==> config.mk <==
export PLATFORM = sky130hd
export DESIGN_NAME = wdt_sleep_ctrl
export DESIGN_NICKNAME = d
export VERILOG_FILES = /design/src/rtl/wdt_sleep_ctrl.sv
export SDC_FILE = /design/constraint.sdc
export NUM_CORES = 1
export LEC_CHECK = 0
export ABC_AREA = 0
export BUFFER_PORTS_ARGS = -buffer_cell sky130_fd_sc_hd__buf_4
export CELL_PAD_IN_SITES_DETAIL_PLACEMENT = 0
export CELL_PAD_IN_SITES_GLOBAL_PLACEMENT = 1
export CORE_ASPECT_RATIO = 0.8
export CORE_MARGIN = 5
export CORE_UTILIZATION = 44
export DETAILED_ROUTE_END_ITERATION = 7
export PLACE_DENSITY = 0.85
export SLEW_MARGIN = 0
export SYNTH_ARGS = -nofsm -noshare
export SYNTH_HDL_FRONTEND = slang
export SYNTH_SLANG_ARGS = --single-unit
export TNS_END_PERCENT = 10
==> constraint.sdc <==
create_clock -name clk -period 3.7 [get_ports clk]
set_input_delay 0.37 -clock clk [delete_from_list [all_inputs] [get_ports clk]]
set_output_delay 0.37 -clock clk [all_outputs]
set_load 0.02 [all_outputs]
==> src/rtl/wdt_sleep_ctrl.sv <==
// wdt_sleep_ctrl: PIC16C5x watchdog timer, prescaler and SLEEP/wake sequencer.
// Rev 1.0
`default_nettype none

module wdt_sleep_ctrl #(
  parameter int WDT_BASE_BITS = 8,
  parameter int WAKE_DLY      = 4,
  parameter bit WDT_EN        = 1'b1
) (
  input  logic       clk,
  input  logic       rst,
  input  logic       wdt_tick,
  input  logic       q4_strobe,
  input  logic       cmd_clrwdt,
  input  logic       cmd_sleep,
  input  logic       opt_psa,
  input  logic [2:0] opt_ps,
  input  logic       ext_wake,
  output logic       core_en,
  output logic       wdt_reset_req,
  output logic       wake_evt,
  output logic       to_n,
  output logic       pd_n
);

  localparam int WCNT_W = (WAKE_DLY > 1) ? $clog2(WAKE_DLY) : 1;
  localparam logic [WCNT_W-1:0] WCNT_LAST = WCNT_W'(WAKE_DLY - 1);

  typedef enum logic [1:0] {
    ST_RUN   = 2'd0,
    ST_SLEEP = 2'd1,
    ST_WAKE  = 2'd2
  } state_e;

  state_e                   state_q, state_d;
  logic                     cause_wdt_q, cause_wdt_d;
  logic [WCNT_W-1:0]        wcnt_q, wcnt_d;
  logic [WDT_BASE_BITS-1:0] base_q, base_d;
  logic [6:0]               pre_q, pre_d;
  logic                     req_q, req_d;
  logic                     evt_q, evt_d;
  logic                     to_n_q, to_n_d;
  logic                     pd_n_q, pd_n_d;

  logic       w_ovf;
  logic [7:0] w_pre_lim;
  logic       w_timeout;
  logic       w_cmd_clr;
  logic       w_cmd_slp;

  assign w_ovf     = WDT_EN & wdt_tick & (base_q == '1);
  assign w_pre_lim = (8'd1 << opt_ps) - 8'd1;
  assign w_timeout = w_ovf & (~opt_psa | ({1'b0, pre_q} >= w_pre_lim));
  assign w_cmd_clr = q4_strobe & cmd_clrwdt & (state_q == ST_RUN);
  assign w_cmd_slp = q4_strobe & cmd_sleep  & (state_q == ST_RUN);

  always_comb begin
    state_d     = state_q;
    cause_wdt_d = cause_wdt_q;
    wcnt_d      = wcnt_q;
    to_n_d      = to_n_q;
    pd_n_d      = pd_n_q;
    req_d       = 1'b0;
    evt_d       = 1'b0;
    base_d      = base_q;
    pre_d       = pre_q;

    // Counters run in every state; the FSM decides what a timeout means.
    if (!WDT_EN) begin
      base_d = '0;
      pre_d  = '0;
    end else begin
      if (wdt_tick) base_d = base_q + 1'b1;
      if (w_timeout)               pre_d = '0;
      else if (opt_psa && w_ovf)   pre_d = pre_q + 7'd1;
    end

    case (state_q)
      ST_RUN: begin
        if (w_cmd_slp) begin
          base_d  = '0;
          pre_d   = '0;
          to_n_d  = 1'b1;
          pd_n_d  = 1'b0;
          state_d = ST_SLEEP;
        end else if (w_cmd_clr) begin
          base_d = '0;
          pre_d  = '0;
          to_n_d = 1'b1;
          pd_n_d = 1'b1;
        end else if (w_timeout) begin
          req_d  = 1'b1;
          to_n_d = 1'b0;
        end
      end
      ST_SLEEP: begin
        // WDT timeout takes precedence over a simultaneous external wake.
        if (w_timeout) begin
          to_n_d      = 1'b0;
          cause_wdt_d = 1'b1;
          wcnt_d      = '0;
          state_d     = ST_WAKE;
        end else if (ext_wake) begin
          cause_wdt_d = 1'b0;
          wcnt_d      = '0;
          state_d     = ST_WAKE;
        end
      end
      ST_WAKE: begin
        if (wcnt_q == WCNT_LAST) begin
          state_d = ST_RUN;
          if (cause_wdt_q) req_d = 1'b1;
          else             evt_d = 1'b1;
        end else begin
          wcnt_d = wcnt_q + 1'b1;
        end
      end
      default: state_d = ST_RUN;
    endcase
  end

  always_ff @(posedge clk) begin
    if (rst) begin
      state_q     <= ST_RUN;
      cause_wdt_q <= 1'b0;
      wcnt_q      <= '0;
      base_q      <= '0;
      pre_q       <= '0;
      req_q       <= 1'b0;
      evt_q       <= 1'b0;
      to_n_q      <= 1'b1;
      pd_n_q      <= 1'b1;
    end else begin
      state_q     <= state_d;
      cause_wdt_q <= cause_wdt_d;
      wcnt_q      <= wcnt_d;
      base_q      <= base_d;
      pre_q       <= pre_d;
      req_q       <= req_d;
      evt_q       <= evt_d;
      to_n_q      <= to_n_d;
      pd_n_q      <= pd_n_d;
    end
  end

  assign core_en       = (state_q == ST_RUN);
  assign wdt_reset_req = req_q;
  assign wake_evt      = evt_q;
  assign to_n          = to_n_q;
  assign pd_n          = pd_n_q;

endmodule

`default_nettype wire
Word level (Yosys, flattened, before mapping)
Cells that the tools add are included.
{"block": "classes", "n_addsub": 4, "order_cmp": 1, "eq_ne": 8, "n_shift": 1, "mux": 33, "bitwise_logic": 10, "n_reduce_logical": 11}
{"op": "$mux 7", "n": 5}
{"op": "$mux 8", "n": 4}
{"op": "$mux 2", "n": 7}
{"op": "$mux 1", "n": 13}
{"op": "$add 8x1->8 const B", "n": 1}
{"op": "$eq 8x8->1 const B", "n": 1}
{"op": "$ge 7x8->1", "n": 1}
{"op": "$reduce_bool 2->1", "n": 4}
{"op": "$shl 1x3->8 const A", "n": 1}
{"op": "$sub 8x1->8 const B", "n": 1}
{"op": "$add 7x1->7 const B", "n": 1}
{"op": "$and 1x1->1", "n": 6}
{"op": "$pmux 2 s3", "n": 1}
{"op": "$reduce_and 3->1", "n": 2}
{"op": "$eq 2x2->1 const B", "n": 2}
{"op": "$ne 2x2->1 const B", "n": 2}
{"op": "$pmux 1 s2", "n": 2}
{"op": "$pmux 2 s2", "n": 1}
{"op": "$reduce_and 2->1", "n": 2}
{"op": "$ne 3x3->1 const B", "n": 1}
{"op": "$not 1->1", "n": 3}
{"op": "$reduce_or 3->1", "n": 1}
{"op": "$add 2x1->2 const B", "n": 1}
{"op": "$eq 2x1->1 const B", "n": 1}
{"op": "other kinds (4)", "n": 4}
{"block": "totals", "reg_bits": 24, "word_cells": 77}

Logic depth before layout (Yosys ltp)
Gate-level depths: netlist (run 1).
{"block": "logic_depth", "depth_word": 9, "ltp_mapped": 7}

Worst setup path after synthesis (run 1)
Ideal clock, no wire load.
{"block": "synth_path", "path_type": "input -> register", "start": "input port opt_ps[0]", "end": "register state_q[1]", "setup_ns": 0.116, "arrival_time_ns": 1.812, "setup_slack_ns": 1.772, "path_stages": 7, "n_path_buf": 0, "cell_sequence": "or3_1 -> ha_1 -> a31oi_1 -> nor2b_1 -> o311ai_2 -> nand3b_1 -> a31o_1"}
{"block": "synth_between", "elab_chain_cells": 7, "word_cells_on_any_way": 9, "classes_between": "1 x add/sub; 1 x order compare; 1 x eq/ne; 1 x shift; 2 x mux; 2 x bitwise; 1 x reduce/logical"}
{"item": "from (decl)", "line": "17", "text": "input logic [2:0] opt_ps,"}
{"item": "$shl 1x3->8 *", "line": "52", "text": "assign w_pre_lim = (8'd1 << opt_ps) - 8'd1;"}
{"item": "$sub 8x1->8 *", "line": "52"}
{"item": "$ge 7x8->1 *", "line": "53", "text": "assign w_timeout = w_ovf & (~opt_psa | ({1'b0, pre_q} >= w_pre_lim));"}
{"item": "$or 1x1->1 *", "line": "53"}
{"item": "$and 1x1->1 *", "line": "53"}
{"item": "$ne 3x3->1 (no line) / $mux 2 (equally long branches)"}
{"item": "$reduce_and 3->1 (no line) / $pmux 2 s3 (equally long branches)"}
{"item": "to (signal assigned)", "line": "134", "text": "state_q <= state_d;"}
{"item": "to (decl)", "line": "35", "text": "state_e state_q, state_d;"}
Every way passes the cells marked *; elsewhere a longest branch is shown, timed or not.
A chain may end at the register's enable or synchronous reset.

Worst setup path after layout (run 1)
{"block": "layout_path", "start": "register pre_q[1]", "end": "register state_q[1]"}
{"block": "layout_between", "elab_chain_cells": 5, "word_cells_on_any_way": 7, "classes_between": "1 x order compare; 1 x eq/ne; 2 x mux; 2 x bitwise; 1 x reduce/logical"}
{"item": "from (decl)", "line": "39", "text": "logic [6:0] pre_q, pre_d;"}
{"item": "from (signal assigned)", "line": "138", "text": "pre_q <= pre_d;"}
{"item": "$ge 7x8->1 *", "line": "53"}
{"item": "$or 1x1->1 *", "line": "53"}
{"item": "$and 1x1->1 *", "line": "53"}
{"item": "$ne 3x3->1 (no line) / $mux 2 (equally long branches)"}
{"item": "$reduce_and 3->1 (no line) / $pmux 2 s3 (equally long branches)"}
Marks and branches as above.

==> impl.org, run 1 <==
** Outcome
- Run status :: completed

** Clock network
- Clock sink count :: 24
- After clock tree synthesis, the clock-pin slew on the worst setup and hold paths is 130 ps.
- H-Tree Depth :: 1
- For this design, the CTS-stage hold fixing added 0 buffers.
- Post-CTS resize count :: 0
- After clock tree synthesis, the setup repair step added 0 buffers.
- CTS max path bufs :: 2
- Clock buffer count from CTS :: 3
- Clock tree synthesis selected as its root buffer the cell clkbuf_4.
- Worst skew pair latency :: approximately 310 ps
- TritonCTS clock tree :: built

** Worst setup path
- Along the worst path, the maximum fanout reaches 5.
- CP Capture Type :: flip-flop
- STA puts the critical path data required time at ~3900 ps.
- The worst register-to-register path has a setup slack of approximately 1800 ps.
- Data arrival time of the worst path :: about 2100 ps
- The worst setup path is launched from a flip-flop.
- The critical path is of the reg2reg type.

** Hold path
- The path class of the tightest hold or removal check is in2reg.

** Timing
- Setup Skew :: 1.14 ps
- Unrepaired setup endpoints after global routing :: no
- Static timing analysis puts the maximum clock frequency at 0.529 GHz.
- Setup total negative slack on the finished layout was measured at 0 ps.
- Worst max-slew margin expressed relative to the limit :: around 68%
- Setup violations remaining at the end of the flow were counted as 0.
- The number of pins exceeding their max-slew limit in the final report is 0.
- At the pin with the least slew margin, the transition time is between 400 and 500 ps.
- The worst path in the final design needs a cycle of between 1500 and 2000 ps, including I/O delays and setup.
- The worst path uses roughly half of the clock period.
- Hold is met by between 200 and 300 ps.
- The number of hold violations in the final report was 0.

** Power
- Cell internal power dissipation :: around 0.40 mW
- Pwr dens :: roughly 350 nW/um^2
- Of the total power, the clock network draws ~37%.
- Of the total power, the share spent switching nets is a little over a fifth.
- Static power due to leakage :: just over 0.6 nW
- In this run the power spent charging and discharging nets is 0.112 mW.
- Across the VDD grid, the largest voltage drop is roughly 0.00024 V.
- Combinational logic burns between 10% and 20% of the power.
- Sequential cells burn around 53% of the power.

** Detailed routing
- Number of DRC markers in iteration 0 :: 35
- Highest routed metal layer :: met4
- After detailed routing, the met2 layer carries 1060 um of wire.
- For this run, the detailed router's first-pass iteration total came to 4.
- Summing over every cut layer, the via total after detailed routing is about 1000.
- The final layout contains routed wiring with a total length of roughly 2400 um.
- Detail Route Antenna Nets :: 0
- Met3 Routed Length :: around 110 um
- In the final routed layout, each cell accounts on average for 12.1 um.
- Met1 WL :: ~1200 um
- Post-detailed-route via-to-cell ratio :: 5.24
- Count of unresolved DRC violations after routing :: 0

** Die
- The floorplan step defined a die boundary enclosing between 4000 and 5000 um^2.
- 16 I/O pins were placed.
- The initialized floorplan defines 17 standard-cell rows.
- DIE HEIGHT :: about 58 um
- In this run the standard cell core region covers 2770 um^2.
- Measured along the x axis, the die boundary spans about 70 um.
- Starting density of the core :: a little under half

** Layout
- In the final layout, flip-flops and latches occupy about 480 um^2.
- Layout area overhead :: 15.2%
- Final Util :: a little over half
- After the last flow step, the layout net total stands at 178.
- Total non-filler cell area in the finished layout :: roughly 1500 um^2
- The top cell types in the final layout, fill and taps aside, are dfxtp_1 (24), nor2_1 (23), buf_4 (15), xor2_1 (10), ha_1 (10).
- Fill cells in the final layout number 274.
- The library cell used most frequently in the layout, excluding fill and tap cells, is dfxtp_1.
- 0 antenna diodes ended up in the layout.
- Footprint of the multi-input gates :: 766 um^2
- Of the cells placed in the final design, the portion with a size suffix greater than 1 is between 10% and 20%.

** Synth
- During synthesis, Yosys emitted a total of 0 warnings.
- Dominant combinational cell family by area after synthesis :: simple AND/OR/NAND/NOR gates
- Number of instances in the synthesized netlist :: between 100 and 150
- A synthesized cell averages 9.08 um^2.
- Share of the synthesized area in compound gates (AO/OA/AOI/OAI) :: 11.5%
- Xor-xnor portion of the synthesized cell area :: under 10%
- Post-synth EDFFs :: 0
- Share of flip-flops with an asynchronous set or reset after synthesis :: 0%
- Fraction of the mapped netlist area in adder cells :: under 10%
- Post-synthesis share of cell area spent on and, or, nand and nor gates :: 27.3%
- Syn_nets :: around 160
- Summing the sequential cell areas from Yosys gives a little under two fifths of the chip area.
- The synthesized netlist occupies a cell area of 1280 um^2.
- Flop and latch count out of synthesis :: 24
- Distinct cell type count of the synthesized netlist :: roughly 40
- Flip-flop cell with the highest count after synthesis :: dfxtp_1
- After synthesis, the share of cell area in mux cells is about 2.3%.

** GRT
- Vias in the first global route :: between 1000 and 1500
- Total global routing track utilization :: between 10% and 20%
- The initial antenna violation count is 0.
- Remaining global-route overflow :: 0
- Wire length of the first global-routing pass :: roughly 4200 um
- Entering global routing, the biggest net connects 15 pins.

** Place
- Post-DP Area :: 1420 um^2
- Detailed placement ended at an HPWL of about 1900 um.
- Routability-driven placement finished with a final weighted congestion of slightly above 0.8.
- Count of buffers from port buffering :: 15

** Job
- Maximum Capacitance Violations :: 0
power by group through the flow:
stage	Clock [mW]	Sequential [mW]	Combinational (mW)
final	0.188	0.269	0.0520
after global routing	0.209	0.270	0.0594
after CTS	0.196	0.269	0.0527
after detailed placement	0	0.274	0.0525
after global placement	0	0.274	0.0503
after floorplan	0	0.272	0.0339
sequential cells by signal (all words and copies together) (netlist names):
register and count:
base_q 8, pd_n 1, cause_wdt_q 1, wcnt_q 2, wake_evt 1, pre_q 7
wdt_reset_req 1, to_n 1, state_q 2
worst max-delay path, cell delays in order (launching register included):
cell	delay, ps
dfxtp_1	370
ha_1	320
nor2b_1	140
o211a_1	210
o311ai_2	330
nand3b_1	190
a31o_1	240
cells by family after synthesis:
| logic type | Yosys count |
|---|---|
| flip-flops | 24 |
| buffers and inverters | 8 |
| AO/OA/AOI/OAI | 20 |
| multiplexers | 3 |
| adder cells (fa/ha/maj) | 10 |
| AND/OR/NAND/NOR | 63 |
| XOR/XNOR | 13 |
layer usage:
metal / vias to the layer above / GRT usage [%]
met5: - / 0
met4: 0 / 3.55
met3: 2 / 3.99
met2: 16 / 20.8
met1: 468 / 16.0
li1: 531 / -
path summary, 6_finish.rpt:
kind,startpoint,end,cells past startpoint
setup / recovery,pre_q[1]$_SDFF_PP0_,state_q[1]$_SDFFE_PP0P_,6
hold / removal,rst,wcnt_q[1]$_SDFFE_PP0P_,2
setup reg to reg,pre_q[1]$_SDFF_PP0_,state_q[1]$_SDFFE_PP0P_,6
hold reg to reg,cause_wdt_q$_SDFFE_PP0P_,wake_evt$_SDFF_PP0_,1
synthesized netlist by cell type, types with 2 or more instances:
master / n / share of area [%]
nand3b_1: 3 / 1.8
nand2b_1: 2 / 0.98
o22ai_1: 3 / 1.5
xnor2_1: 3 / 2.1
buf_2: 3 / 1.2
mux2i_1: 3 / 2.3
nor2b_1: 3 / 1.5
nand3_1: 6 / 2.3
ha_1: 10 / 9.8
nand4_1: 5 / 2.4
xor2_1: 10 / 6.8
and4_1: 2 / 1.4
dfxtp_1: 24 / 38
a31oi_1: 3 / 1.5
inv_1: 4 / 1.2
or2_2: 2 / 0.98
a21o_1: 2 / 1.2
nand2_1: 6 / 1.8
nand2_2: 2 / 0.98
nor2_1: 23 / 6.7
a21oi_1: 2 / 0.78
cell type report:
cell class	instances	area share, %
clock inverter	1	2.04
inverter	4	1.02
clock buffer	3	1.53
timing repair buffer	15	7.64
tap	38	3.23
multi-input combinational	109	52.0
sequential	24	32.6
stage by stage:
stage	power [mW]	setup WS [ps]	std cells
after detailed placement	0.327	1500	190
after global placement	0.324	1570	190
after CTS	0.518	1800	194
after global routing	0.538	1640	194
after floorplan	0.306	1770	141
final	0.509	1810	194
(Power assumes the default switching activity.)
==> inputs of run 2 (changes only) <==
Settings changed: CORE_UTILIZATION 44 to 39, PLACE_DENSITY 0.85 to 0.8.
Clock period 3.7 ns to 1.6 ns, I/O delays scaled along.
==> run 2 against run 1 <==
Compared with the run above:
- the run now ends with setup timing left
- power rose to 2.6 times the previous value
- largest power group unchanged
- clock skew rose by 2.5 ps
- hold slack got worse by 170 ps
- sequential power rose by 130%
- die area rose by 11%
- final cell count rose by 11%
- routed wire length rose by 20%
- fmax rose by 9.9%
==> impl.org, run 2 (same netlist as run 1, synthesis figures left out) <==
** Timing
- Setup Skew :: ~3.7 ps
- Setup total negative slack :: -353 ps
- Of the available clock period, the critical path in the final layout requires 108%.
- The number of hold violations in the final report came to 0.
- Setup repair after global routing could not meet its margin everywhere.
- Timing would allow up to 0.581 GHz.
- Measured against its own limit, the worst slew margin works out to approximately 83%.
- Total count of max-transition violations in the final report :: 0
- Final worst path period need :: roughly 1700 ps
- Worst setup margin :: -120 ps
- Worst Tran Pin Value :: roughly 250 ps
- Total of endpoints with negative setup slack in the final report :: 9

** Die
- I/O pin count :: 16
- The initial utilization of the core area, before any placement, comes to between 40% and 50%.
- The floorplan step defined a die boundary enclosing between 4000 and 5000 um^2.
- Number of rows in the core area :: 18
- Die Span X :: 74.1 um
- Floorplan Core Area :: 3130 um^2
- The die is ~60 um tall.

** Layout
- Layout area overhead :: 35.6%
- The number of antenna diodes in the final layout is 0.
- Reg with most FFs :: base_q
- Total non-filler cell area in the finished layout :: 1740 um^2
- Leaving out fill and tap cells, the most frequent cells in the layout are buf_4 (32), dfxtp_1 (21), nor2_1 (20), xor2_1 (10), ha_1 (7).
- Most common library cell in the layout ignoring fill and taps :: buf_4
- Final Util :: a little under three fifths
- Filler cell count in the final layout :: approximately 280
- Final nets :: 198
- Regs by FF count :: base_q: 8 flops, pre_q: 7 flops
- In the final layout, the share of cells above drive strength 1 is 34.1%.
- Max reg flops :: 8

** Worst setup path
- At the worst endpoint, the arrival time is around 1900 ps.
- In this run the worst setup path begins at pre_q[1]$_SDFF_PP0_.
- Number of cells traversed by the worst register-to-register path :: 6
- CP Cell Sequence :: ha_4 -> nor2b_1 -> o211a_1 -> o311ai_4 -> nand3b_1 -> a31o_1
- Maximum single-stage delay on the critical path :: 370 ps
- CP Capture Type :: flip-flop
- Of all nets on the critical path, the largest fanout is 4.
- The critical path in this run is classified as reg2reg.
- Worst EP required :: ~1800 ps
- For flop-to-flop paths, the worst setup slack is -120 ps.
- Worst reg2reg path endpoint :: state_q[1]$_SDFFE_PP0P_
- STA classifies the critical path startpoint as a flip-flop.
- The startpoint identified for the worst register-to-register timing path is pre_q[1]$_SDFF_PP0_.
- On the critical path, the stage with the largest delay is an instance of dfxtp_2.

** Detailed routing
- For this run, the detailed router's first-pass iteration total came to 4.
- Detailed-route via count :: 1122
- Wire length per cell :: between 10 and 15 um
- Post-detailed-route via-to-cell ratio :: roughly 5.2
- After detailed routing, the number of remaining DRC violations is 0.
- For this block, the initial DRC count from the detailed router was 67.
- Total detailed-routing wirelength :: about 2800 um
- Detail Route Antenna Nets :: 0

** Power
- Static power due to leakage :: 0.740 nW
- Final Total Pwr :: 1.31 mW
- Across the VDD grid, the largest voltage drop is 0.000405 V.
- Pwr dens :: 753 nW/um^2

** Clock network
- CTS built an H-tree with a depth of 1.
- Clock tree synthesis selected as its root buffer the cell clkbuf_8.
- Worst skew pair latency :: 270 ps
- Hold buffers post-CTS :: 0
- CTS max path bufs :: 2
- Clock sink count :: 24
- Clock-pin slew was measured on the worst setup and hold paths at around 80 ps.
- TritonCTS built the clock tree.
- In this run, CTS created clock tree buffers numbering 3.

** Hold path
- Hold Crit Endpoint :: wcnt_q[1]$_SDFFE_PP0P_
- In this run the most critical hold path is launched from rst.
- Number of cells on the worst hold path :: 2
- The path class of the tightest hold or removal check is in2reg.

** Place
- The count of buffers added on input and output ports is 15.
- After legalization and detailed placement, the total HPWL measured between 2000 and 2500 um.
- The placed instances occupy a cell area of approximately 1600 um^2.
- Weighted congestion reported at the end of routability-driven placement :: roughly 0.79

** GRT
- Entering global routing, the biggest net connects 15 pins.
- Global routing consumed, over all layers together, a little over an eighth of the routing resources.
- Remaining global-route overflow :: 0
- The first global-routing pass estimated ~4800 um of wire.
- Antenna violations before repair :: 0
- The via count of the first global-routing pass was ~1100.

** Job
- The tool flagged a number of max-cap violations equal to 0.

** Outcome
- Violated checks :: setup timing
- Run status :: finished with violations
[run 2: cell types whose count changed in the layout (fill, tap and decap cells not counted), sizes merged]
cell  change
buf      +20
[run 2: what timing repair did]
item	in CTS	in global routing
setup buffers	1	0
setup endpoints to repair	14	14
pin swaps	14	2
resized for setup	14	3
[run 2: area by class of cell]
| class | instances | area, um^2 | area share (%) |
|---|---|---|---|
| inverter | 4 | 15.0 | 0.865 |
| clock inverter | 1 | 30.0 | 1.73 |
| tap | 40 | 50.0 | 2.88 |
| timing repair buffer | 35 | 274 | 15.8 |
| clock buffer | 3 | 41.3 | 2.38 |
| multi-input combinational | 109 | 841 | 48.4 |
| sequential | 24 | 484 | 27.9 |
[run 2: where the power goes]
group / switching (mW) / internal (mW) / leakage [nW]
Clock: 0.195 / 0.335 / 0.0357
Combinational: 0.0821 / 0.0809 / 0.508
Sequential: 0.00742 / 0.607 / 0.196
Total: 0.285 / 1.02 / 0.740
[run 2: routing by layer]
| metal | part of all wire (%) | up-vias | track usage (%) |
|---|---|---|---|
| li1 | - | 574 | - |
| met1 | 43 | 526 | 15.8 |
| met2 | 50 | 18 | 24.5 |
| met3 | 5.4 | 4 | 3.92 |
| met4 | 1.5 | 0 | 4.13 |
| met5 | 0 | - | 0 |
[run 2: worst max-delay path: cells and delay by family, from the launching register on]
family | cells | cell delay [ps]
AOI/OAI and AO/OA | 3 | 720
DFF | 1 | 370
adders and majority gates | 1 | 200
and+or+nand+nor | 2 | 330
[run 2: how the worst max path moves through the flow]
stage	to	cells after the start
2_1_floorplan	state_q[1]$_SDFFE_PP0P_	6
3_3_place_gp	state_q[1]$_SDFFE_PP0P_	8
3_5_place_dp	state_q[1]$_SDFFE_PP0P_	8
4_1_cts	state_q[1]$_SDFFE_PP0P_	6
5_1_grt	state_q[1]$_SDFFE_PP0P_	6
6_report	state_q[1]$_SDFFE_PP0P_	6
[run 2: stage by stage]
step	worst slack [ps]	hold slack (ps)	cells
detailed placement	-422	409	211
CTS	-93.1	113	216
global route	-164	119	216
global placement	-347	412	211
finish	-120	116	216
floorplan	-127	308	141
